**config.mk**
```make
export PLATFORM = sky130hd
export DESIGN_NAME = demux_1to4_stream_flat
export DESIGN_NICKNAME = d
export VERILOG_FILES = /design/src/rtl/demux_pkg.sv /design/src/rtl/demux_1to4_stream_if.sv /design/src/rtl/stream_slot.sv /design/src/rtl/demux_1to4_stream.sv /design/src/flat_wrapper.sv
export SDC_FILE = /design/constraint.sdc
export NUM_CORES = 1
export LEC_CHECK = 0
export ABC_AREA = 0
export CORE_MARGIN = 2
export CORE_UTILIZATION = 30
export CTS_CLUSTER_SIZE = 24
export DETAILED_ROUTE_END_ITERATION = 6
export PLACE_DENSITY_LB_ADDON = 0.05
export SLEW_MARGIN = 20
export SYNTH_ARGS = -nofsm -noshare
export SYNTH_HDL_FRONTEND = slang
export SYNTH_SLANG_ARGS = --single-unit
export TNS_END_PERCENT = 1
```
**constraint.sdc**
```tcl
create_clock -name clk -period 5.3 [get_ports clk]
set_clock_uncertainty 0.1 [all_clocks]
set_input_delay 0.53 -clock clk [delete_from_list [all_inputs] [get_ports clk]]
set_output_delay 0.53 -clock clk [all_outputs]
set_load 0.03 [all_outputs]
```
**src/rtl/demux_pkg.sv**
```systemverilog
// ============================================================================
// Module   : demux_pkg
// Brief    : Shared constants and state encoding for the 1-to-4 stream demux.
// Revision : 1.0
// ============================================================================
`default_nettype none

package demux_pkg;

  localparam int NUM_CH = 4;
  localparam int SEL_W  = 2;

  typedef enum logic [0:0] {
    ST_IDLE   = 1'b0,
    ST_LOCKED = 1'b1
  } state_t;

endpackage

`default_nettype wire

```
**src/rtl/demux_1to4_stream_if.sv**
```systemverilog
// ============================================================================
// Module   : demux_1to4_stream_if
// Brief    : Input stream and four output channels of the 1-to-4 demux.
// Revision : 1.0
// ============================================================================
`default_nettype none

interface demux_1to4_stream_if #(
  parameter int DATA_W = 8
);
  import demux_pkg::*;

  logic [DATA_W-1:0]        in_data;
  logic                     in_last;
  logic [SEL_W-1:0]         in_sel;
  logic                     in_valid;
  logic                     in_ready;
  logic [NUM_CH*DATA_W-1:0] out_data;
  logic [NUM_CH-1:0]        out_last;
  logic [NUM_CH-1:0]        out_valid;
  logic [NUM_CH-1:0]        out_ready;

  modport master (
    output in_data, in_last, in_sel, in_valid, out_ready,
    input  in_ready, out_data, out_last, out_valid
  );

  modport slave (
    input  in_data, in_last, in_sel, in_valid, out_ready,
    output in_ready, out_data, out_last, out_valid
  );

endinterface

`default_nettype wire

```
**src/rtl/stream_slot.sv**
```systemverilog
// ============================================================================
// Module   : stream_slot
// Brief    : One-entry registered valid/ready buffer for one output channel.
// Revision : 1.0
// ============================================================================
`default_nettype none

module stream_slot #(
  parameter int DATA_W = 8
) (
  input  logic              clk,
  input  logic              rst,
  input  logic              load,
  input  logic [DATA_W-1:0] d,
  input  logic              d_last,
  input  logic              ready,
  output logic              valid,
  output logic [DATA_W-1:0] q,
  output logic              q_last
);

  // A load wins over a drain, so a simultaneous drain and load keeps valid high.
  always_ff @(posedge clk or posedge rst) begin
    if (rst) begin
      valid  <= 1'b0;
      q      <= '0;
      q_last <= 1'b0;
    end else if (load) begin
      valid  <= 1'b1;
      q      <= d;
      q_last <= d_last;
    end else if (ready) begin
      valid  <= 1'b0;
    end
  end

endmodule

`default_nettype wire

```
**src/rtl/demux_1to4_stream.sv**
```systemverilog
// ============================================================================
// Module   : demux_1to4_stream
// Brief    : Packet-aware 1-to-4 valid/ready demux with per-channel buffers.
// Revision : 1.0
// ============================================================================
`default_nettype none

module demux_1to4_stream
  import demux_pkg::*;
#(
  parameter int DATA_W = 8
) (
  input  logic                 clk,
  input  logic                 rst,
  demux_1to4_stream_if.slave   bus,
  output logic                 busy,
  output logic [SEL_W-1:0]     cur_sel
);

  state_t                   r_state;
  state_t                   w_state_nxt;
  logic [SEL_W-1:0]         r_cur_sel;
  logic [SEL_W-1:0]         w_sel_nxt;
  logic [SEL_W-1:0]         w_tgt;
  logic                     w_in_ready;
  logic                     w_accept;
  logic [NUM_CH-1:0]        w_load;
  logic [NUM_CH-1:0]        w_valid;
  logic [NUM_CH-1:0]        w_last;
  logic [NUM_CH*DATA_W-1:0] w_data;

  // in_sel only matters at a packet start; mid-packet the locked channel is used.
  assign w_tgt      = (r_state == ST_IDLE) ? bus.in_sel : r_cur_sel;
  assign w_in_ready = !w_valid[w_tgt] || bus.out_ready[w_tgt];
  assign w_accept   = bus.in_valid && w_in_ready;

  always_comb begin
    w_load        = '0;
    w_load[w_tgt] = w_accept;
  end

  always_comb begin
    w_state_nxt = r_state;
    w_sel_nxt   = r_cur_sel;
    case (r_state)
      ST_IDLE: begin
        if (w_accept) begin
          w_sel_nxt = bus.in_sel;
          if (!bus.in_last) w_state_nxt = ST_LOCKED;
        end
      end
      ST_LOCKED: begin
        if (w_accept && bus.in_last) w_state_nxt = ST_IDLE;
      end
      default: w_state_nxt = ST_IDLE;
    endcase
  end

  always_ff @(posedge clk or posedge rst) begin
    if (rst) begin
      r_state   <= ST_IDLE;
      r_cur_sel <= '0;
    end else begin
      r_state   <= w_state_nxt;
      r_cur_sel <= w_sel_nxt;
    end
  end

  generate
    for (genvar i = 0; i < NUM_CH; i++) begin : g_slot
      stream_slot #(.DATA_W(DATA_W)) u_slot (
        .clk    (clk),
        .rst    (rst),
        .load   (w_load[i]),
        .d      (bus.in_data),
        .d_last (bus.in_last),
        .ready  (bus.out_ready[i]),
        .valid  (w_valid[i]),
        .q      (w_data[i*DATA_W +: DATA_W]),
        .q_last (w_last[i])
      );
    end
  endgenerate

  assign bus.in_ready  = w_in_ready;
  assign bus.out_valid = w_valid;
  assign bus.out_last  = w_last;
  assign bus.out_data  = w_data;
  assign busy          = (r_state == ST_LOCKED);
  assign cur_sel       = r_cur_sel;

endmodule

`default_nettype wire

```
**src/flat_wrapper.sv**
```systemverilog
// flat-port wrapper written by rule: the top's interface ports become plain ports
module demux_1to4_stream_flat import demux_pkg::*;
#(
  parameter int DATA_W = 8
)
  (clk, rst, busy, cur_sel, bus_in_data, bus_in_last, bus_in_sel, bus_in_valid, bus_out_ready, bus_in_ready, bus_out_data, bus_out_last, bus_out_valid);
  demux_1to4_stream_if #(.DATA_W(DATA_W)) bus_i ();
  input  logic clk;
  input  logic rst;
  output logic busy;
  output logic [SEL_W-1:0] cur_sel;
  input wire logic [$bits(bus_i.in_data)-1:0] bus_in_data;
  input wire logic [$bits(bus_i.in_last)-1:0] bus_in_last;
  input wire logic [$bits(bus_i.in_sel)-1:0] bus_in_sel;
  input wire logic [$bits(bus_i.in_valid)-1:0] bus_in_valid;
  input wire logic [$bits(bus_i.out_ready)-1:0] bus_out_ready;
  output wire logic [$bits(bus_i.in_ready)-1:0] bus_in_ready;
  output wire logic [$bits(bus_i.out_data)-1:0] bus_out_data;
  output wire logic [$bits(bus_i.out_last)-1:0] bus_out_last;
  output wire logic [$bits(bus_i.out_valid)-1:0] bus_out_valid;
  assign bus_i.in_data = bus_in_data;
  assign bus_i.in_last = bus_in_last;
  assign bus_i.in_sel = bus_in_sel;
  assign bus_i.in_valid = bus_in_valid;
  assign bus_i.out_ready = bus_out_ready;
  assign bus_in_ready = bus_i.in_ready;
  assign bus_out_data = bus_i.out_data;
  assign bus_out_last = bus_i.out_last;
  assign bus_out_valid = bus_i.out_valid;
  demux_1to4_stream #(.DATA_W(DATA_W)) u_core (.clk(clk), .rst(rst), .bus(bus_i), .busy(busy), .cur_sel(cur_sel));
endmodule
```
==> results.tsv <==
metric	value	unit
unrepaired setup endpoints after global routing	no	
post-route standard cell area excluding fillers	0.00252	mm2
I/O Buffers	61	
area of the die	0.00658	mm2
count of max-cap constraint violations	0	
total CTS buffers	5	
io pins	62	
largest family of logic cells by synthesized area	multiplexers	
synth unique cells	22	
detailed-router iteration count before antenna repair	4	
Critical Path AT	2.46	ns
clock latency on the worst-skew pair	0.29	ns
Initial DRC Count	33	
share of cell area taken by muxes after synthesis	27.1	%
post-synthesis area per instance	14.9	um2
area share of the largest cell type after synthesis	60.3	%
wire length per cell	15.3	um
Leak Pwr	1.07	nW
Final Hold Vio Count	0	
final critical path time including I/O delays and setup	3.09	ns
chip width	81.1	um
number of nets in the finished design	196	
maximum number of pins on one net before global-route repair	44	
cell area reported after detailed placement	0.00242	mm2
number of synthesis warnings	0	
total clock sinks	43	
total detailed-routing wirelength	3900	um
endpoint class of the critical path	primary output	
post-synth top area cell	sky130_fd_sc_hd__dfrtp_1	
Clock Path Buffers	2	
parity-gate share of the synthesized area counting xor and xnor cells	0	%
global route hottest layer	met2	
net count after synthesis	138	
required time of the critical path	4.67	ns
TritonCTS clock tree	built	
placeable core area	0.00585	mm2
routability congestion estimate from global placement	0.748	
routed vias	1144	
Resized cells post-CTS	0	
HP Class	flop to flop	
via count of the first global-routing pass	1213	
Setup-failing EPs final	0	
multi-input gate area in the final layout	632	um2
H-Tree Level Count	2	
post-synthesis adder-cell area fraction	0	%
Worst-Margin Slew	0.886	ns
maximum VDD drop	0.000320	V
max-slew violation total from the final report	0	
number of antenna violations at the first check in global routing	0	
Fin Setup TNS	0	ns
number of remaining DRC errors	0	
class of the most critical setup path	input pin to primary output	
Area contributors post-synth	sky130_fd_sc_hd__dfrtp_1 60%, sky130_fd_sc_hd__mux2_2 23%, sky130_fd_sc_hd__buf_4 3.4%	
root buffer cell	sky130_fd_sc_hd__clkbuf_8	
met1 capacity usage during global routing	14.5	%
flip-flop and latch area	0.00108	mm2
largest fanout on the critical path	6	
number of synthesized flops with an enable pin	0	
switching share of total power	40.8	%
final worst-path cycle share	58.3	%
number of antenna repair diodes	0	
net switching component of the power	0.000752	W
Worst Setup Slack, final	2.21	ns
sequential share of power	31.9	%
buffers inserted during post-CTS setup optimization	0	
Fillers	532	
post-synthesis instance area	0.00178	mm2
part of the Yosys area used for sequential elements	60.3	%
die outline height	81.1	um
internal power of the cells	0.00109	W
clock network fraction of total power	12.2	%
Compound-Gate Fraction of Synth Area	2.10	%
top flip-flop cell by instance count after synthesis	sky130_fd_sc_hd__dfrtp_1	
GR met3 Demand/Resource	4.56	%
share of cells above drive strength 1	28.5	%
met2 capacity usage during global routing	23.0	%
most frequent cells after synthesis	43 x sky130_fd_sc_hd__dfrtp_1, 36 x sky130_fd_sc_hd__mux2_2, 8 x sky130_fd_sc_hd__buf_4, 6 x sky130_fd_sc_hd__nand2_1, 5 x sky130_fd_sc_hd__nand2b_1	
count of mapped cells out of synthesis	120	
first-pass GRT wire length	6190	um
post-synthesis share of cell area spent on and, or, nand and nor gates	6.17	%
total of flip-flops plus latches after synthesis	43	
Setup crit start kind	input pin	
via count normalized by instance count	4.50	
final antenna-violating net count	0	
gr usage total	13.0	%
proportion of register bits with asynchronous set or reset after synthesis	100	%
Max Freq	323	MHz
Layout Area Growth over Synthesis	41.4	%
DPL Wire Length	2770	um
headroom to the max-slew limit	40.9	%
final global-route overflow total	0	
power density over the cells	730	mW/mm2
Initial Util	30.5	%
pre-CTS setup slack	2.22	ns
number of core rows	28	
outcome	completed	
Comb pwr share	55.9	%
clock-pin slew on the worst setup and hold paths	0.08	ns
most common cell in the netlist	sky130_fd_sc_hd__dfrtp_1	
count of hold buffers inserted by post-cts repair	0	
[state kept, by name (all words and copies together), names as in the netlist, named ones only]
name / count
u_core.g_slot.u_slot.q_last: 4
u_core.g_slot.u_slot.valid: 4
u_core.g_slot.u_slot.q: 32
u_core.cur_sel: 2
[metrics by stage]
step / total power, W / hold slack (ns) / std cells / util [%]
floorplan: 0.00125 / 0.381 / 120 / -
global placement: 0.00162 / 0.390 / 246 / 41.4
detailed placement: 0.00164 / 0.392 / 246 / 41.4
CTS: 0.00187 / 0.410 / 254 / 43.1
global route: 0.00195 / 0.430 / 254 / 43.1
finish: 0.00184 / 0.407 / 254 / 43.1
[kinds of logic (layout without fill, tap and decap cells)]
kind of cell           after synthesis  count (layout)
DFF                                 43              43
buffers and inverters               12              71
AOI/OAI and AO/OA                    5               5
and+or+nand+nor                     17              17
muxes                               43              43
[path summary, 6_finish.rpt]
check / slack, ns / from / end / cells past startpoint
min in group asynchronous: 0.65 / rst / u_core.g_slot[0].u_slot.q_last / 2
worst min-delay path: 0.41 / u_core.g_slot[1].u_slot.q[7] / u_core.g_slot[1].u_slot.q[7] / 1
worst max register to register: 3.13 / flop / u_core.g_slot[3].u_slot.q[7] / 4
worst max-delay path: 2.21 / bus_in_sel[1] / bus_in_ready / 5
max in group asynchronous: 3.90 / rst / u_core.g_slot[2].u_slot.q[4] / 2
worst min register to register: 0.41 / u_core.g_slot[1].u_slot.q[7] / u_core.g_slot[1].u_slot.q[7] / 1
[worst max-delay path: stages]
cell,delay [ns]
sky130_fd_sc_hd__clkdlybuf4s50_1,0.43
sky130_fd_sc_hd__mux2i_2,0.38
sky130_fd_sc_hd__mux2i_1,0.39
sky130_fd_sc_hd__mux2i_1,0.13
sky130_fd_sc_hd__clkdlybuf4s50_1,0.61
[routing by layer]
metal	routed length, um	part of all wire, %
met5	0	0
met2	2060	53
met4	26	0.67
met1	1550	40
met3	260	6.7
[cell usage in the layout (no fill, tap or decap), types with 2 or more instances in the layout]
cell                              synthesis  final
sky130_fd_sc_hd__mux2_2                  36     36
sky130_fd_sc_hd__mux2i_1                  4      4
sky130_fd_sc_hd__nand2b_1                 5      5
sky130_fd_sc_hd__dfrtp_1                 43     43
sky130_fd_sc_hd__clkdlybuf4s50_1          0     61
sky130_fd_sc_hd__clkbuf_8                 0      7
sky130_fd_sc_hd__mux2i_2                  2      2
sky130_fd_sc_hd__nand2_1                  6      6
[power by group through the flow]
| stage | sequential (W) | clock [W] | combinational (W) |
|---|---|---|---|
| 2_1_floorplan | 0.000858 | 0 | 0.000391 |
| 3_3_place_gp | 0.000590 | 0 | 0.00103 |
| 3_5_place_dp | 0.000599 | 0 | 0.00104 |
| 4_1_cts | 0.000593 | 0.000235 | 0.00104 |
| 5_1_grt | 0.000615 | 0.000250 | 0.00109 |
| 6_report | 0.000589 | 0.000225 | 0.00103 |
[area by class of cell]
type | instances | share of cell area (%)
Sequential cell | 43 | 42.6
Clock inverter | 1 | 0.297
Clock buffer | 7 | 3.82
Tap cell | 75 | 3.72
Multi-Input combinational cell | 65 | 25.0
Timing Repair Buffer | 61 | 24.2
Inverter | 2 | 0.297
Power figures use the tool's default switching activity.
